### src/rtl/uart_pkg.sv
// uart_pkg: shared types and constants for the buffered UART transmitter.
//   - uart_state_e : transmitter FSM state encoding
//   - OVERSAMPLE   : clocks per prescale unit (bit period = OVERSAMPLE * prescale)
// Build option: UART_TX_BUF_PARITY_EN adds the PARITY state.
package uart_pkg;

  localparam int unsigned OVERSAMPLE = 8;

  typedef enum logic [2:0] {
    IDLE   = 3'd0,
    START  = 3'd1,
    DATA   = 3'd2,
`ifdef UART_TX_BUF_PARITY_EN
    PARITY = 3'd3,
`endif
    STOP   = 3'd4
  } uart_state_e;

endpackage

### src/rtl/uart_fifo.sv
// uart_fifo: small synchronous FIFO with show-ahead read data.
// Ports:
//   clk, rst : clock and synchronous active-high reset
//   push     : write wdata (ignored while full, even if pop is also high)
//   pop      : drop the head entry (ignored while empty)
//   wdata    : write data
//   rdata    : current head entry (valid while !empty)
//   full     : count == DEPTH
//   empty    : count == 0
//   count    : occupancy, $clog2(DEPTH)+1 bits
module uart_fifo
  import uart_pkg::*;
#(
  parameter int WIDTH = 8,
  parameter int DEPTH = 4
) (
  input  logic                     clk,
  input  logic                     rst,
  input  logic                     push,
  input  logic                     pop,
  input  logic [WIDTH-1:0]         wdata,
  output logic [WIDTH-1:0]         rdata,
  output logic                     full,
  output logic                     empty,
  output logic [$clog2(DEPTH):0]   count
);

  localparam int AW = $clog2(DEPTH);
  localparam int CW = AW + 1;

  logic [WIDTH-1:0] mem [DEPTH];
  logic [AW-1:0]    wr_ptr;
  logic [AW-1:0]    rd_ptr;
  logic             do_push;
  logic             do_pop;

  assign full    = (count == CW'(DEPTH));
  assign empty   = (count == '0);
  // Fullness is judged before this edge's pop, so a pop never makes room
  // for a push in the same cycle.
  assign do_push = push && !full;
  assign do_pop  = pop && !empty;
  assign rdata   = mem[rd_ptr];

  always_ff @(posedge clk) begin
    if (rst) begin
      wr_ptr <= '0;
      rd_ptr <= '0;
      count  <= '0;
    end else begin
      if (do_push) wr_ptr <= wr_ptr + AW'(1);
      if (do_pop)  rd_ptr <= rd_ptr + AW'(1);
      case ({do_push, do_pop})
        2'b10:   count <= count + CW'(1);
        2'b01:   count <= count - CW'(1);
        default: count <= count;
      endcase
    end
  end

  // Storage needs no reset: entries are only read after being written.
  always_ff @(posedge clk) begin
    if (do_push) mem[wr_ptr] <= wdata;
  end

endmodule

### src/rtl/uart_tx_buf.sv
// uart_tx_buf: UART transmitter with an input FIFO.
// Frame: start bit (0), DATA_WIDTH_P data bits LSB first, optional even
// parity bit, STOP_BITS_P stop bits (1). Each bit lasts 8*max(prescale,1)
// clocks, with prescale latched when the frame starts.
// Build option: define UART_TX_BUF_PARITY_EN to send the parity bit.
// Ports:
//   clk_i, rst_i : clock, synchronous active-high reset
//   data_i       : word to transmit
//   valid_i      : data_i is valid
//   ready_o      : FIFO can accept a word
//   prescale_i   : bit period = 8*prescale_i clocks (0 treated as 1)
//   tx_o         : serial line, idle high
//   busy_o       : a frame is in progress
//   count_o      : FIFO occupancy
//   state_o      : FSM state, for observation
//
// Handshake: a word is taken on every rising edge where valid_i and ready_o
// are both 1; ready_o depends only on FIFO occupancy, never on valid_i.
module uart_tx_buf
  import uart_pkg::*;
#(
  parameter int DATA_WIDTH_P = 8,
  parameter int DEPTH_P      = 4,
  parameter int STOP_BITS_P  = 1
) (
  input  logic                      clk_i,
  input  logic                      rst_i,
  input  logic [DATA_WIDTH_P-1:0]   data_i,
  input  logic                      valid_i,
  output logic                      ready_o,
  input  logic [15:0]               prescale_i,
  output logic                      tx_o,
  output logic                      busy_o,
  output logic [$clog2(DEPTH_P):0]  count_o,
  output logic [2:0]                state_o
);

  localparam logic [3:0] LAST_DATA = 4'(DATA_WIDTH_P - 1);
  localparam logic [3:0] LAST_STOP = 4'(STOP_BITS_P - 1);

  uart_state_e             state;
  logic [15:0]             presc_q;
  logic [18:0]             clk_cnt;
  logic [18:0]             bit_len;
  logic                    bit_end;
  logic [3:0]              bit_idx;
  logic [DATA_WIDTH_P-1:0] shreg;
  logic [DATA_WIDTH_P-1:0] fifo_rdata;
  logic                    fifo_full;
  logic                    fifo_empty;
  logic                    fifo_pop;
`ifdef UART_TX_BUF_PARITY_EN
  logic                    parity_q;
`endif

  uart_fifo #(
    .WIDTH (DATA_WIDTH_P),
    .DEPTH (DEPTH_P)
  ) u_fifo (
    .clk   (clk_i),
    .rst   (rst_i),
    .push  (valid_i),
    .pop   (fifo_pop),
    .wdata (data_i),
    .rdata (fifo_rdata),
    .full  (fifo_full),
    .empty (fifo_empty),
    .count (count_o)
  );

  assign ready_o = !fifo_full;
  assign state_o = state;
  assign bit_len = 19'(presc_q) * 19'(OVERSAMPLE);
  assign bit_end = (clk_cnt == bit_len - 19'd1);

  // A new frame is loaded either from IDLE or on the last clock of the final
  // stop bit, which gives back-to-back frames without an idle gap.
  assign fifo_pop = !fifo_empty &&
                    ((state == IDLE) ||
                     (state == STOP && bit_end && bit_idx == LAST_STOP));

  always_ff @(posedge clk_i) begin
    if (rst_i) begin
      state   <= IDLE;
      tx_o    <= 1'b1;
      busy_o  <= 1'b0;
      presc_q <= '0;
      clk_cnt <= '0;
      bit_idx <= '0;
      shreg   <= '0;
`ifdef UART_TX_BUF_PARITY_EN
      parity_q <= 1'b0;
`endif
    end else begin
      case (state)
        IDLE: begin
          tx_o   <= 1'b1;
          busy_o <= 1'b0;
        end
        START: begin
          if (bit_end) begin
            clk_cnt <= '0;
            bit_idx <= '0;
            tx_o    <= shreg[0];
            state   <= DATA;
          end else begin
            clk_cnt <= clk_cnt + 19'd1;
          end
        end
        DATA: begin
          if (bit_end) begin
            clk_cnt <= '0;
            if (bit_idx == LAST_DATA) begin
              bit_idx <= '0;
`ifdef UART_TX_BUF_PARITY_EN
              tx_o    <= parity_q;
              state   <= PARITY;
`else
              tx_o    <= 1'b1;
              state   <= STOP;
`endif
            end else begin
              // Shift first, so shreg[1] is the next bit to go out.
              bit_idx <= bit_idx + 4'd1;
              shreg   <= shreg >> 1;
              tx_o    <= shreg[1];
            end
          end else begin
            clk_cnt <= clk_cnt + 19'd1;
          end
        end
`ifdef UART_TX_BUF_PARITY_EN
        PARITY: begin
          if (bit_end) begin
            clk_cnt <= '0;
            bit_idx <= '0;
            tx_o    <= 1'b1;
            state   <= STOP;
          end else begin
            clk_cnt <= clk_cnt + 19'd1;
          end
        end
`endif
        STOP: begin
          if (bit_end) begin
            clk_cnt <= '0;
            if (bit_idx == LAST_STOP) begin
              tx_o   <= 1'b1;
              busy_o <= 1'b0;
              state  <= IDLE;
            end else begin
              bit_idx <= bit_idx + 4'd1;
            end
          end else begin
            clk_cnt <= clk_cnt + 19'd1;
          end
        end
        default: begin
          tx_o   <= 1'b1;
          busy_o <= 1'b0;
          state  <= IDLE;
        end
      endcase

      // Frame load overrides whatever the case above scheduled.
      if (fifo_pop) begin
        state   <= START;
        tx_o    <= 1'b0;
        busy_o  <= 1'b1;
        shreg   <= fifo_rdata;
        presc_q <= (prescale_i == 16'd0) ? 16'd1 : prescale_i;
        clk_cnt <= '0;
        bit_idx <= '0;
`ifdef UART_TX_BUF_PARITY_EN
        parity_q <= ^fifo_rdata;
`endif
      end
    end
  end

endmodule

### config.mk
export PLATFORM = sky130hd
export DESIGN_NAME = uart_tx_buf
export DESIGN_NICKNAME = d
export VERILOG_FILES = /design/src/rtl/uart_pkg.sv /design/src/rtl/uart_fifo.sv /design/src/rtl/uart_tx_buf.sv
export SDC_FILE = /design/constraint.sdc
export NUM_CORES = 1
export LEC_CHECK = 0
export BUFFER_PORTS_ARGS = -buffer_cell sky130_fd_sc_hd__buf_4
export CAP_MARGIN = 20
export CORE_MARGIN = 2
export CORE_UTILIZATION = 45
export CTS_CLUSTER_DIAMETER = 100
export DETAILED_ROUTE_END_ITERATION = 8
export GPL_TIMING_DRIVEN = 0
export HOLD_SLACK_MARGIN = 0.06
export PLACE_DENSITY_LB_ADDON = 0.15
export SLEW_MARGIN = 20
export SYNTH_ARGS = -nofsm -noshare
export SYNTH_HDL_FRONTEND = slang
export SYNTH_SLANG_ARGS = --single-unit
### constraint.sdc
create_clock -name clk_i -period 6.33 [get_ports clk_i]
set_clock_uncertainty 0.05 [all_clocks]
set_input_delay 0.633 -clock clk_i [delete_from_list [all_inputs] [get_ports clk_i]]
set_output_delay 0.633 -clock clk_i [all_outputs]
set_load 0.01 [all_outputs]
==> flow_summary.rst, run 1 <==
.. list-table::
   :header-rows: 1

   * - Metric
     - Value
   * - Post-Synthesis Cell Area
     - 4474 um2
   * - Power Total
     - 2.086 mW
   * - Most frequently used flop master after synthesis
     - sky130_fd_sc_hd__dfxtp_1
   * - Worst hold-check slack
     - 0.3971 ns
   * - Standard cell area after detailed placement
     - 4903 um2
   * - Sum of overflow across all layers after global routing
     - 0
   * - Per-instance average area after synthesis
     - 9.834 um2
   * - Simple-gate share of the synthesized area
     - 0.2075
   * - Via count of the first global-routing pass
     - 3287
   * - Top layer reached by signal wires
     - met4
   * - Critical Path, Cell by Cell
     - inv_1, ha_1, or4b_4, nor2_1, xnor2_1, nand4_1, a2111oi_4, a31oi_2, inv_2, buf_2, ha_1, fa_1, xnor2_1, or3_1, a21oi_1
   * - Number of inserted diodes
     - 0
   * - Slew at the pin closest to its max-slew limit
     - 0.9183 ns
   * - Worst EP arrival
     - 4.18 ns
   * - Mapped Cells
     - 455
   * - Max-cap check violation count
     - 0
   * - Yosys cell types
     - 58
   * - Status
     - finished clean
   * - Routed length on met2
     - 4445 um
   * - Die width
     - 103.7 um
   * - Number of filler cells placed in the layout
     - 902
   * - EDFF count, synth
     - 32
   * - Critical-path maximum fanout
     - 10
   * - Post-synth net total
     - 492
   * - Unrepaired setup endpoints after global routing
     - no
   * - Final core area utilization
     - 0.5238
   * - Vias/cell
     - 5.254
   * - Routed length on met3
     - 308 um
   * - Crit Path Category
     - flip-flop to flip-flop
   * - 1st-iter DRT viols
     - 122
   * - Total core area
     - 9729 um2
   * - Master cell of the clock root buffer
     - sky130_fd_sc_hd__clkbuf_8
   * - Crit path setup slack, layout
     - 2.409 ns
   * - TritonCTS clock tree
     - built
   * - CTS HTree Levels
     - 3
   * - Dominant combinational cell family by area after synthesis
     - simple AND/OR/NAND/NOR gates
   * - Synth-to-Final Area Change
     - 13.90%
   * - Number of routed nets with antenna violations
     - 0
   * - Maximum number of pins on one net before global-route repair
     - 20
   * - Resized Gates After CTS
     - 0
   * - Share of the cycle needed by the critical path after routing
     - 0.6195
   * - DP Worst Slack
     - 2.432 ns
   * - Setup Total Neg Slack
     - 0 ns
   * - Initial cell density of the core
     - 0.4599
   * - Met1 wire length
     - 4115 um
   * - Max-slew headroom at the worst pin
     - 0.3822
   * - Highest clock rate
     - 255.0 MHz
   * - Proportion of synthesized area in mux cells
     - 0.04726
   * - Buffers inserted during post-CTS setup optimization
     - 0
   * - Count of unresolved DRC violations after routing
     - 0
   * - Clock latency on the worst-skew pair
     - 0.38 ns
   * - Required arrival time at the worst endpoint
     - 6.59 ns
   * - Wire length of the first global-routing pass
     - 15610 um
   * - Leading cell types in the layout, fill and taps excluded
     - sky130_fd_sc_hd__nand2_1, sky130_fd_sc_hd__dfxtp_1, sky130_fd_sc_hd__nor2_1, sky130_fd_sc_hd__a21oi_1, sky130_fd_sc_hd__buf_4
   * - Share of layout cells above drive strength 1
     - 0.1640
   * - Total power divided by cell area
     - 409.3 nW/um2
   * - XOR/XNOR share of the synthesized area
     - 0.08221
   * - TritonRoute pass-1 iters
     - 4
   * - Fin crit period
     - 3.921 ns
   * - Number of ports placed on the die boundary
     - 36
   * - Final instance count without filler cells
     - 639
   * - Worst-case clock buffer depth
     - 2
   * - Port buffer count
     - 35
   * - Global router's overall resource usage
     - 0.1810
   * - Slowest-stage cell, CP
     - sky130_fd_sc_hd__a2111oi_4
   * - DIE AREA
     - 10760 um2
   * - Delay of the slowest critical-path stage
     - 0.59 ns
   * - Max IR drop VDD
     - 0.0002218 V
   * - Leading cell type in the layout, fill and taps excluded
     - sky130_fd_sc_hd__nand2_1
   * - # setup viols final
     - 0
   * - WL final
     - 9111 um
   * - Sort of element at the start of the critical path
     - flip-flop
   * - HPWL after DPL
     - 6718 um
   * - # clock sinks
     - 93
   * - Syn. warnings
     - 0
   * - Fin area
     - 5096 um2
   * - Sequential-to-total area share from yosys stat
     - 0.4877
   * - Number of antenna violations at the first check in global routing
     - 0
   * - CTS Hold Bufs
     - 0
   * - Total leakage power
     - 1.856 nW
   * - Synthesized-area fraction occupied by adder cells
     - 0.02964
   * - Category of the worst setup path capture point
     - flip-flop
   * - Total instance count after detailed placement
     - 623
   * - Number of buffers added by the clock tree synthesis step
     - 9
   * - Final weighted congestion in routability-driven placement
     - 0.7932
   * - Clock transition at the registers of the reported paths
     - 0.10 ns
   * - Number of endpoints with negative hold slack in the final report
     - 0
   * - Height of the die
     - 103.7 um
   * - Layout Nets
     - 538
   * - Synth async-reset ratio
     - 0
   * - Slew Limit Fails
     - 0
   * - Worst hold-check path type
     - input port to flip-flop
   * - Row count
     - 36
   * - Yosys reg bits
     - 93
   * - Via Count
     - 3357
   * - Routed len/inst
     - 14.26 um
   * - Share of the synthesized area in compound gates (AO/OA/AOI/OAI)
     - 0.1124
==> path summary, 6_finish.rpt <==
check	from	end	slack (ns)	cells after the start
setup / recovery	presc_q[0]	u_fifo.count[2]	2.41	15
hold / removal	data_i[3]	u_fifo.mem[1][3]	0.40	1
setup reg to reg	presc_q[0]	u_fifo.count[2]	2.41	15
hold reg to reg	shreg[6]	shreg[5]	0.40	2
==> cells by family (layout without fill, tap and decap cells) <==
family,after synthesis,count (layout)
XOR/XNOR,42,42
flip-flops,93,93
multiplexers,11,11
AND/OR/NAND/NOR,188,188
AO/OA/AOI/OAI,77,77
buffers and inverters,34,85
adder cells (fa/ha/maj),10,10
==> sequential cells by signal, indices dropped and copies added (netlist names), named ones only <==
name and count:
u_fifo.rd_ptr 2, state_o 3, busy_o 1, tx_o 1, presc_q 16, bit_idx 4
shreg 8, u_fifo.wr_ptr 2, u_fifo.count 3, u_fifo.mem 32, clk_cnt 19
==> metal layers <==
layer | vias up | global-route usage
met1 | 1584 | 0.2232
met3 | 18 | 0.04468
met4 | 0 | 0.07529
met2 | 45 | 0.3042
met5 | - | 0
li1 | 1710 | -
==> cell usage after synthesis (all sizes together), types with 2 or more instances <==
| master | number | area (um2) |
|---|---|---|
| nand2 | 64 | 242.7 |
| dfxtp | 61 | 1221 |
| nor2 | 45 | 171.4 |
| a21oi | 43 | 219.0 |
| edfxtp | 32 | 960.9 |
| xor2 | 24 | 210.2 |
| xnor2 | 18 | 157.7 |
| nand3 | 17 | 85.08 |
| inv | 14 | 52.55 |
| buf | 12 | 66.32 |
| nor3 | 11 | 60.06 |
| ha | 9 | 112.6 |
| and3 | 8 | 50.05 |
| clkbuf | 8 | 30.03 |
| mux4 | 8 | 180.2 |
| nand4 | 8 | 50.05 |
| o21ai | 8 | 40.04 |
| and4 | 6 | 52.55 |
| nor4 | 6 | 37.54 |
| a31oi | 5 | 37.53 |
| nand2b | 5 | 31.28 |
| o31ai | 4 | 30.03 |
| or4 | 4 | 33.78 |
| a211oi | 3 | 22.52 |
| nand3b | 3 | 22.52 |
| or3 | 3 | 18.77 |
| a21o | 2 | 15.01 |
| a41oi | 2 | 17.52 |
| mux2i | 2 | 20.02 |
| nor2b | 2 | 12.51 |
| o211ai | 2 | 28.78 |
==> critical path, delay by kind of cell (launching register included) <==
family          cells  cell delay, ns
compound gates      3            0.92
xor+xnor            2            0.21
fa+ha+maj           3            0.62
buf+inv             3            0.54
flops               1            0.37
simple gates        4            1.14
==> report_power, final <==
| part | internal [mW] | total (mW) | switching [mW] |
|---|---|---|---|
| clock | 0.155 | 0.395 | 0.240 |
| combinational | 0.375 | 0.879 | 0.504 |
| sequential | 0.727 | 0.812 | 0.0848 |
| total | 1.26 | 2.09 | 0.829 |
==> area by class of cell <==
class	count	area [um2]	area share
Multi-Input combinational cell	328	2143	0.4206
Timing Repair Buffer	35	262.8	0.05156
Sequential cell	93	2182	0.4282
Clock inverter	7	68.82	0.01350
Buffer	20	96.34	0.01890
Inverter	14	52.55	0.01031
Tap cell	133	166.4	0.03265
Clock buffer	9	123.9	0.02431
Note: power is estimated with default switching activity, not from simulation.
==> inputs of run 2 (changes only) <==
==> constraint.sdc (replaced) <==
create_clock -name clk_i -period 3.65 [get_ports clk_i]
set_clock_uncertainty 0.05 [all_clocks]
set_input_delay 0.365 -clock clk_i [delete_from_list [all_inputs] [get_ports clk_i]]
set_output_delay 0.365 -clock clk_i [all_outputs]
set_load 0.01 [all_outputs]
==> flow_summary.rst, run 2 (synthesis results as in run 1) <==
.. list-table::
   :header-rows: 1

   * - Metric
     - Value
   * - Status
     - finished clean
   * - Clock latency on the worst-skew pair
     - 0.37 ns (about the same)
   * - Worst R2R Setup Slack
     - 0.05 ns (-2.35 ns)
   * - Row count
     - 36 (unchanged)
   * - Number of inserted diodes
     - 0 (unchanged)
   * - CTS Hold Bufs
     - 0 (unchanged)
   * - Height of the die
     - 103.7 um (unchanged)
   * - Port buffer count
     - 35 (unchanged)
   * - Master cell of the clock root buffer
     - sky130_fd_sc_hd__clkbuf_8
   * - # clock sinks
     - 93 (unchanged)
   * - Global routing's busiest layer
     - met2
   * - Leading cell type in the layout, fill and taps excluded
     - sky130_fd_sc_hd__nand2_1
   * - Largest registers ranked by flip-flop count
     - u_fifo.mem x32, clk_cnt x19, presc_q x16
   * - Final core area utilization
     - 0.5405 (+0.01672)
   * - Max-slew headroom at the worst pin
     - 0.2756 (-0.1066)
   * - Number of ports placed on the die boundary
     - 36 (unchanged)
   * - Share of layout cells above drive strength 1
     - 0.2035 (+0.03946)
   * - Vias/cell
     - 5.288 (+0.66%)
   * - WL final
     - 9397 um (+3.1%)
   * - Leading cell types in the layout, fill and taps excluded
     - sky130_fd_sc_hd__nand2_1, sky130_fd_sc_hd__dfxtp_1, sky130_fd_sc_hd__buf_4, sky130_fd_sc_hd__nor2_1, sky130_fd_sc_hd__a21oi_1
   * - Worst EP arrival
     - 3.85 ns (-0.33 ns)
   * - Final weighted congestion in routability-driven placement
     - 0.7932 (unchanged)
   * - GR Layer Usage met1
     - 0.2244 (+0.001215)
   * - Layout Nets
     - 548 (+1.9%)
   * - TritonCTS clock tree
     - built
   * - TritonRoute pass-1 iters
     - 5 (+1)
   * - Number of routed nets with antenna violations
     - 0 (unchanged)
   * - Number of endpoints with negative hold slack in the final report
     - 0 (unchanged)
   * - Setup Total Neg Slack
     - 0 ns (unchanged)
   * - Count of unresolved DRC violations after routing
     - 0 (unchanged)
   * - Clock transition at the registers of the reported paths
     - 0.10 ns (about the same)
   * - Initial cell density of the core
     - 0.4599 (unchanged)
   * - # setup viols final
     - 0 (unchanged)
   * - Slowest-stage cell, CP
     - sky130_fd_sc_hd__or4b_4
   * - Crit Path Category
     - flip-flop to flip-flop
   * - Total core area
     - 9729 um2 (unchanged)
   * - Total power divided by cell area
     - 735.8 nW/um2 (+80%)
   * - Critical-path maximum fanout
     - 8 (-2)
   * - CTS HTree Levels
     - 3 (unchanged)
   * - DIE AREA
     - 10760 um2 (unchanged)
   * - Slew at the pin closest to its max-slew limit
     - 1.077 ns (+0.1585 ns)
   * - Synth-to-Final Area Change
     - 17.53%
   * - Share of the cycle needed by the critical path after routing
     - 0.9852 (+0.3657)
   * - Worst hold-check slack
     - 0.1344 ns (-0.2627 ns)
   * - Maximum number of pins on one net before global-route repair
     - 20 (unchanged)
   * - Number of antenna violations at the first check in global routing
     - 0 (unchanged)
   * - Routed len/inst
     - 14.48 um (+1.5%)
   * - Delay of the slowest critical-path stage
     - 0.48 ns (-0.11 ns)
   * - Wire length of the first global-routing pass
     - 15590 um (-0.13%)
   * - Unrepaired setup endpoints after global routing
     - yes
   * - Via count of the first global-routing pass
     - 3270 (-0.52%)
   * - Global router's overall resource usage
     - 0.1806 (-0.0004044)
   * - Highest clock rate
     - 278.1 MHz (+9.1%)
   * - Critical Path, Cell by Cell
     - inv_2, ha_4, or4b_4, o41a_1, a211o_1, nand3b_1, a21oi_4, a31oi_4, clkinv_4, ha_4, fa_2, xnor2_2, or3_1, a21oi_2
   * - Die width
     - 103.7 um (unchanged)
   * - Worst hold-check path type
     - input port to flip-flop
   * - Total leakage power
     - 1.924 nW (+3.6%)
   * - Cell seen most often among critical-path stages
     - sky130_fd_sc_hd__ha_4
   * - Worst-case clock buffer depth
     - 2 (unchanged)
   * - Required arrival time at the worst endpoint
     - 3.91 ns (-2.68 ns)
   * - Flip-flop count of the largest register after layout
     - 32 (unchanged)
   * - Met2 routing resource usage after global routing
     - 0.3037 (-0.0004730)
   * - Via Count
     - 3432 (+2.2%)
   * - Max IR drop VDD
     - 0.0003860 V (+74%)
   * - Slew Limit Fails
     - 0 (unchanged)
   * - Number of buffers added by the clock tree synthesis step
     - 9 (unchanged)
   * - Max-cap check violation count
     - 0 (unchanged)
   * - Fin crit period
     - 3.596 ns (-0.3256 ns)
   * - HPWL after DPL
     - 6718 um (unchanged)
   * - Category of the worst setup path capture point
     - flip-flop
   * - Sort of element at the start of the critical path
     - flip-flop
   * - 1st-iter DRT viols
     - 109 (-11%)
   * - Met3 Track Usage GR
     - 0.04468 (unchanged)
   * - Register with the highest flop count
     - u_fifo.mem
   * - Power Total
     - 3.870 mW (+86%)
   * - Sum of overflow across all layers after global routing
     - 0 (unchanged)
run 2: worst paths after layout:
kind                                  from          endpoint  depth (start not counted)
worst max-delay path            presc_q[0]   u_fifo.count[2]                         14
worst min-delay path             data_i[6]  u_fifo.mem[0][6]                          1
worst max register to register  presc_q[0]   u_fifo.count[2]                         14
worst min register to register    shreg[6]          shreg[5]                          2
run 2: where the power goes:
part	total (mW)	leakage, nW	internal (mW)	switching (mW)
combinational	1.77	1.03	0.814	0.952
clock	0.680	0.100	0.269	0.411
sequential	1.42	0.792	1.27	0.159
total	3.87	1.92	2.35	1.52
run 2: worst max-delay path: cells and delay by family, from the launching register on:
family | cells | cell delay, ns
adders and majority gates | 3 | 0.69
xor gates and xnor gates | 1 | 0.14
DFF | 1 | 0.38
AOI/OAI and AO/OA | 5 | 1.09
and+or+nand+nor | 3 | 0.97
buffers and inverters | 2 | 0.20
run 2: final cells by class:
class / count / area [um2]
Tap cell: 133 / 166.4
Fill cell: 887 / 4471
Inverter: 14 / 57.56
Clock inverter: 7 / 68.82
Buffer: 18 / 87.58
Clock buffer: 9 / 123.9
Multi-Input combinational cell: 328 / 2215
Sequential cell: 93 / 2187
Timing Repair Buffer: 47 / 352.8
run 2: repair_timing:
| action | CTS | global route |
|---|---|---|
| resized for setup | 4 | 16 |
| buffers inserted | 0 | 12 |
| pin swaps | 2 | 11 |
| endpoints found under the setup margin | 2 | 2 |
run 2: layer usage:
metal,wire (um),vias up,part of all wire
li1,-,1730,-
met1,4229,1634,0.45
met2,4628,52,0.49
met3,318,16,0.034
met4,221,0,0.024
met5,0,-,0
run 2: stage by stage:
step / worst slack [ns] / cells / cell area, um2
6_report: 0.05413 / 649 / 5259
3_3_place_gp: -0.2164 / 623 / 4903
3_5_place_dp: -0.2484 / 623 / 4903
5_1_grt: -0.08226 / 649 / 5259
4_1_cts: 0.006337 / 638 / 5106
2_1_floorplan: 0.1016 / 455 / 4474
==> inputs of run 3 (changes only) <==
==> constraint.sdc (replaced) <==
create_clock -name clk_i -period 3.5 [get_ports clk_i]
set_clock_uncertainty 0.05 [all_clocks]
set_input_delay 0.35 -clock clk_i [delete_from_list [all_inputs] [get_ports clk_i]]
set_output_delay 0.35 -clock clk_i [all_outputs]
set_load 0.01 [all_outputs]
==> flow_summary.rst, run 3 (synthesis results as in run 1) <==
.. list-table::
   :header-rows: 1

   * - Metric
     - Value
   * - Status
     - finished clean
   * - CTS Hold Bufs
     - 0 (unchanged)
   * - Final instance count without filler cells
     - 648 (-0.15%)
   * - CTS HTree Levels
     - 3 (unchanged)
   * - Synth-to-Final Area Change
     - 17.53% (unchanged)
   * - Wire length of the first global-routing pass
     - 15770 um (+1.1%)
   * - Storage element area
     - 2187 um2 (unchanged)
   * - Worst-case clock buffer depth
     - 2 (unchanged)
   * - Register with the highest flop count
     - u_fifo.mem
   * - Sort of element at the start of the critical path
     - flip-flop
   * - Highest clock rate
     - 293.7 MHz (+5.6%)
   * - Reg-to-reg critical path endpoint
     - u_fifo.count[2]
   * - Critical path destination
     - u_fifo.count[2]
   * - Final core area utilization
     - 0.5405 (unchanged)
   * - Vias/cell
     - 5.213 (-1.4%)
   * - Master cell of the clock root buffer
     - sky130_fd_sc_hd__clkbuf_8
   * - Clock latency on the worst-skew pair
     - 0.36 ns (about the same)
   * - Fin crit period
     - 3.405 ns (-0.1914 ns)
   * - Share of the cycle needed by the critical path after routing
     - 0.9727 (-0.01245)
   * - Number of ports placed on the die boundary
     - 36 (unchanged)
   * - Number of routed nets with antenna violations
     - 0 (unchanged)
   * - Slew Limit Fails
     - 0 (unchanged)
   * - Slowest-stage cell, CP
     - sky130_fd_sc_hd__or4b_4
   * - Hold wc startpoint
     - data_i[3]
   * - WL final
     - 9364 um (-0.35%)
   * - Global router's overall resource usage
     - 0.1803 (-0.0003425)
   * - Number of buffers added by the clock tree synthesis step
     - 9 (unchanged)
   * - Final weighted congestion in routability-driven placement
     - 0.7822 (-1.4%)
   * - HPWL after DPL
     - 6801 um (+1.2%)
   * - Critical Path, Cell by Cell
     - inv_2, ha_4, or4b_4, o41a_1, a211o_1, nand3b_1, a21oi_4, a31oi_4, clkinv_4, ha_4, fa_2, xnor2_1, or3_1, a21oi_1
   * - Combinational Power Share
     - 0.457 (about the same)
   * - Total core area
     - 9729 um2 (unchanged)
   * - Cell seen most often among critical-path stages
     - sky130_fd_sc_hd__ha_4
   * - Max IR drop VDD
     - 0.0003270 V (-15%)
   * - Sequential Power Share
     - 0.366 (-0.002)
   * - Sum of overflow across all layers after global routing
     - 0 (unchanged)
   * - # setup viols final
     - 0 (unchanged)
   * - Via count of the first global-routing pass
     - 3351 (+2.5%)
   * - Sw Ratio
     - 0.3989 (+0.005746)
   * - Leading cell types in the layout, fill and taps excluded
     - sky130_fd_sc_hd__nand2_1, sky130_fd_sc_hd__dfxtp_1, sky130_fd_sc_hd__buf_4, sky130_fd_sc_hd__nor2_1, sky130_fd_sc_hd__a21oi_1
   * - Port buffer count
     - 35 (unchanged)
   * - Crit. Startpoint
     - presc_q[0]
   * - Startpoint of the most critical register-to-register path
     - presc_q[0]
   * - Max-slew headroom at the worst pin
     - 0.3335 (+0.05796)
   * - Critical-path maximum fanout
     - 6 (-2)
   * - 1st-iter DRT viols
     - 80 (-27%)
   * - Clock Power Share
     - 0.177 (about the same)
   * - Worst EP arrival
     - 3.64 ns (-0.21 ns)
   * - Slew at the pin closest to its max-slew limit
     - 0.9906 ns (-0.08614 ns)
   * - Share of layout cells above drive strength 1
     - 0.2000 (-0.003488)
   * - Number of cells traversed by the worst register-to-register path
     - 14 (unchanged)
   * - Delay of the slowest critical-path stage
     - 0.47 ns (about the same)
   * - DIE AREA
     - 10760 um2 (unchanged)
   * - Leading cell type in the layout, fill and taps excluded
     - sky130_fd_sc_hd__nand2_1
   * - Cell internal power dissipation
     - 2.433 mW (+3.6%)
   * - Layout Nets
     - 547 (-0.18%)
   * - Crit Path Category
     - flip-flop to flip-flop
   * - Number of endpoints with negative hold slack in the final report
     - 0 (unchanged)
   * - Category of the worst setup path capture point
     - flip-flop
   * - Unrepaired setup endpoints after global routing
     - yes
   * - Via Count
     - 3378 (-1.6%)
   * - Largest registers ranked by flip-flop count
     - u_fifo.mem x32, clk_cnt x19, presc_q x16
   * - Number of filler cells placed in the layout
     - 905 (+2.0%)
   * - Number of antenna violations at the first check in global routing
     - 0 (unchanged)
   * - TritonRoute pass-1 iters
     - 4 (-1)
   * - Total power divided by cell area
     - 769.7 nW/um2 (+4.6%)
   * - Net switching power of the design
     - 1.615 mW (+6.1%)
   * - # clock sinks
     - 93 (unchanged)
   * - Worst hold-check path type
     - input port to flip-flop
   * - Clock transition at the registers of the reported paths
     - 0.11 ns (about the same)
   * - TritonCTS clock tree
     - built
   * - Total leakage power
     - 1.918 nW (-0.31%)
   * - Total instance count after detailed placement
     - 623 (unchanged)
   * - Count of unresolved DRC violations after routing
     - 0 (unchanged)
   * - Routed len/inst
     - 14.45 um (-0.20%)
   * - Required arrival time at the worst endpoint
     - 3.74 ns (-0.17 ns)
   * - Setup Total Neg Slack
     - 0 ns (unchanged)
   * - Maximum number of pins on one net before global-route repair
     - 20 (unchanged)
   * - Initial cell density of the core
     - 0.4599 (unchanged)
   * - Row count
     - 36 (unchanged)
   * - Worst R2R Setup Slack
     - 0.1 ns (+0.04 ns)
   * - Max-cap check violation count
     - 0 (unchanged)
   * - Height of the die
     - 103.7 um (unchanged)
   * - Power Total
     - 4.048 mW (+4.6%)
   * - Die width
     - 103.7 um (unchanged)
   * - Flip-flop count of the largest register after layout
     - 32 (unchanged)
   * - Area of the multi-input gates
     - 2217 um2 (+0.11%)
   * - Number of inserted diodes
     - 0 (unchanged)
-- run 3: worst min-delay path by stage --
| stage | endpoint | slack, ns | cells past startpoint |
|---|---|---|---|
| floorplan | shreg[6] | 0.38 | 2 |
| global placement | shreg[5] | 0.39 | 2 |
| detailed placement | shreg[4] | 0.40 | 2 |
| CTS | u_fifo.mem[2][3] | 0.11 | 1 |
| global route | u_fifo.mem[3][5] | 0.11 | 1 |
| finish | u_fifo.mem[2][3] | 0.13 | 1 |
-- run 3: power groups by stage --
stage	Sequential, mW	Clock [mW]	Combinational (mW)
2_1_floorplan	1.46	0	1.25
3_3_place_gp	1.49	0	1.60
3_5_place_dp	1.49	0	1.63
4_1_cts	1.47	0.738	1.77
5_1_grt	1.52	0.784	2.03
6_report	1.48	0.715	1.85
-- run 3: worst max-delay path, delay by kind of cell, from the launching register on --
kind	cells	cell delay, ns
buffers and inverters	2	0.18
AO/OA/AOI/OAI	5	1.06
AND/OR/NAND/NOR	3	0.90
adder cells (fa/ha/maj)	3	0.64
flip-flops	1	0.37
XOR/XNOR	1	0.14
-- run 3: repair_timing --
item / in CTS / in global routing
buffers inserted: 7 / 4
endpoints found under the setup margin: 2 / 1
pin swaps: 5 / 5
gates resized for setup: 11 / 6
-- run 3: layout make-up --
type | instances | area share
multi-input combinational | 328 | 0.4216
sequential | 93 | 0.4159
timing repair buffer | 46 | 0.06567
tap | 133 | 0.03164
clock buffer | 9 | 0.02355
buffer | 18 | 0.01665
clock inverter | 7 | 0.01404
inverter | 14 | 0.01094
-- run 3: per-layer routing --
metal | global-route usage | up-vias | routed length [um]
met5 | 0 | - | 0
met4 | 0.07529 | 0 | 242
met3 | 0.02832 | 15 | 210
met2 | 0.3070 | 42 | 4509
met1 | 0.2290 | 1590 | 4401
li1 | - | 1731 | -
-- run 3: metrics by stage --
stage,worst slack (ns),hold slack [ns],cell area (um2)
after floorplan,0.004908,0.3802,4486
after global placement,-0.2304,0.3874,4915
after detailed placement,-0.2965,0.3954,4915
after CTS,0.01114,0.1138,5200
after global routing,-0.02383,0.1094,5259
final,0.09549,0.1313,5259
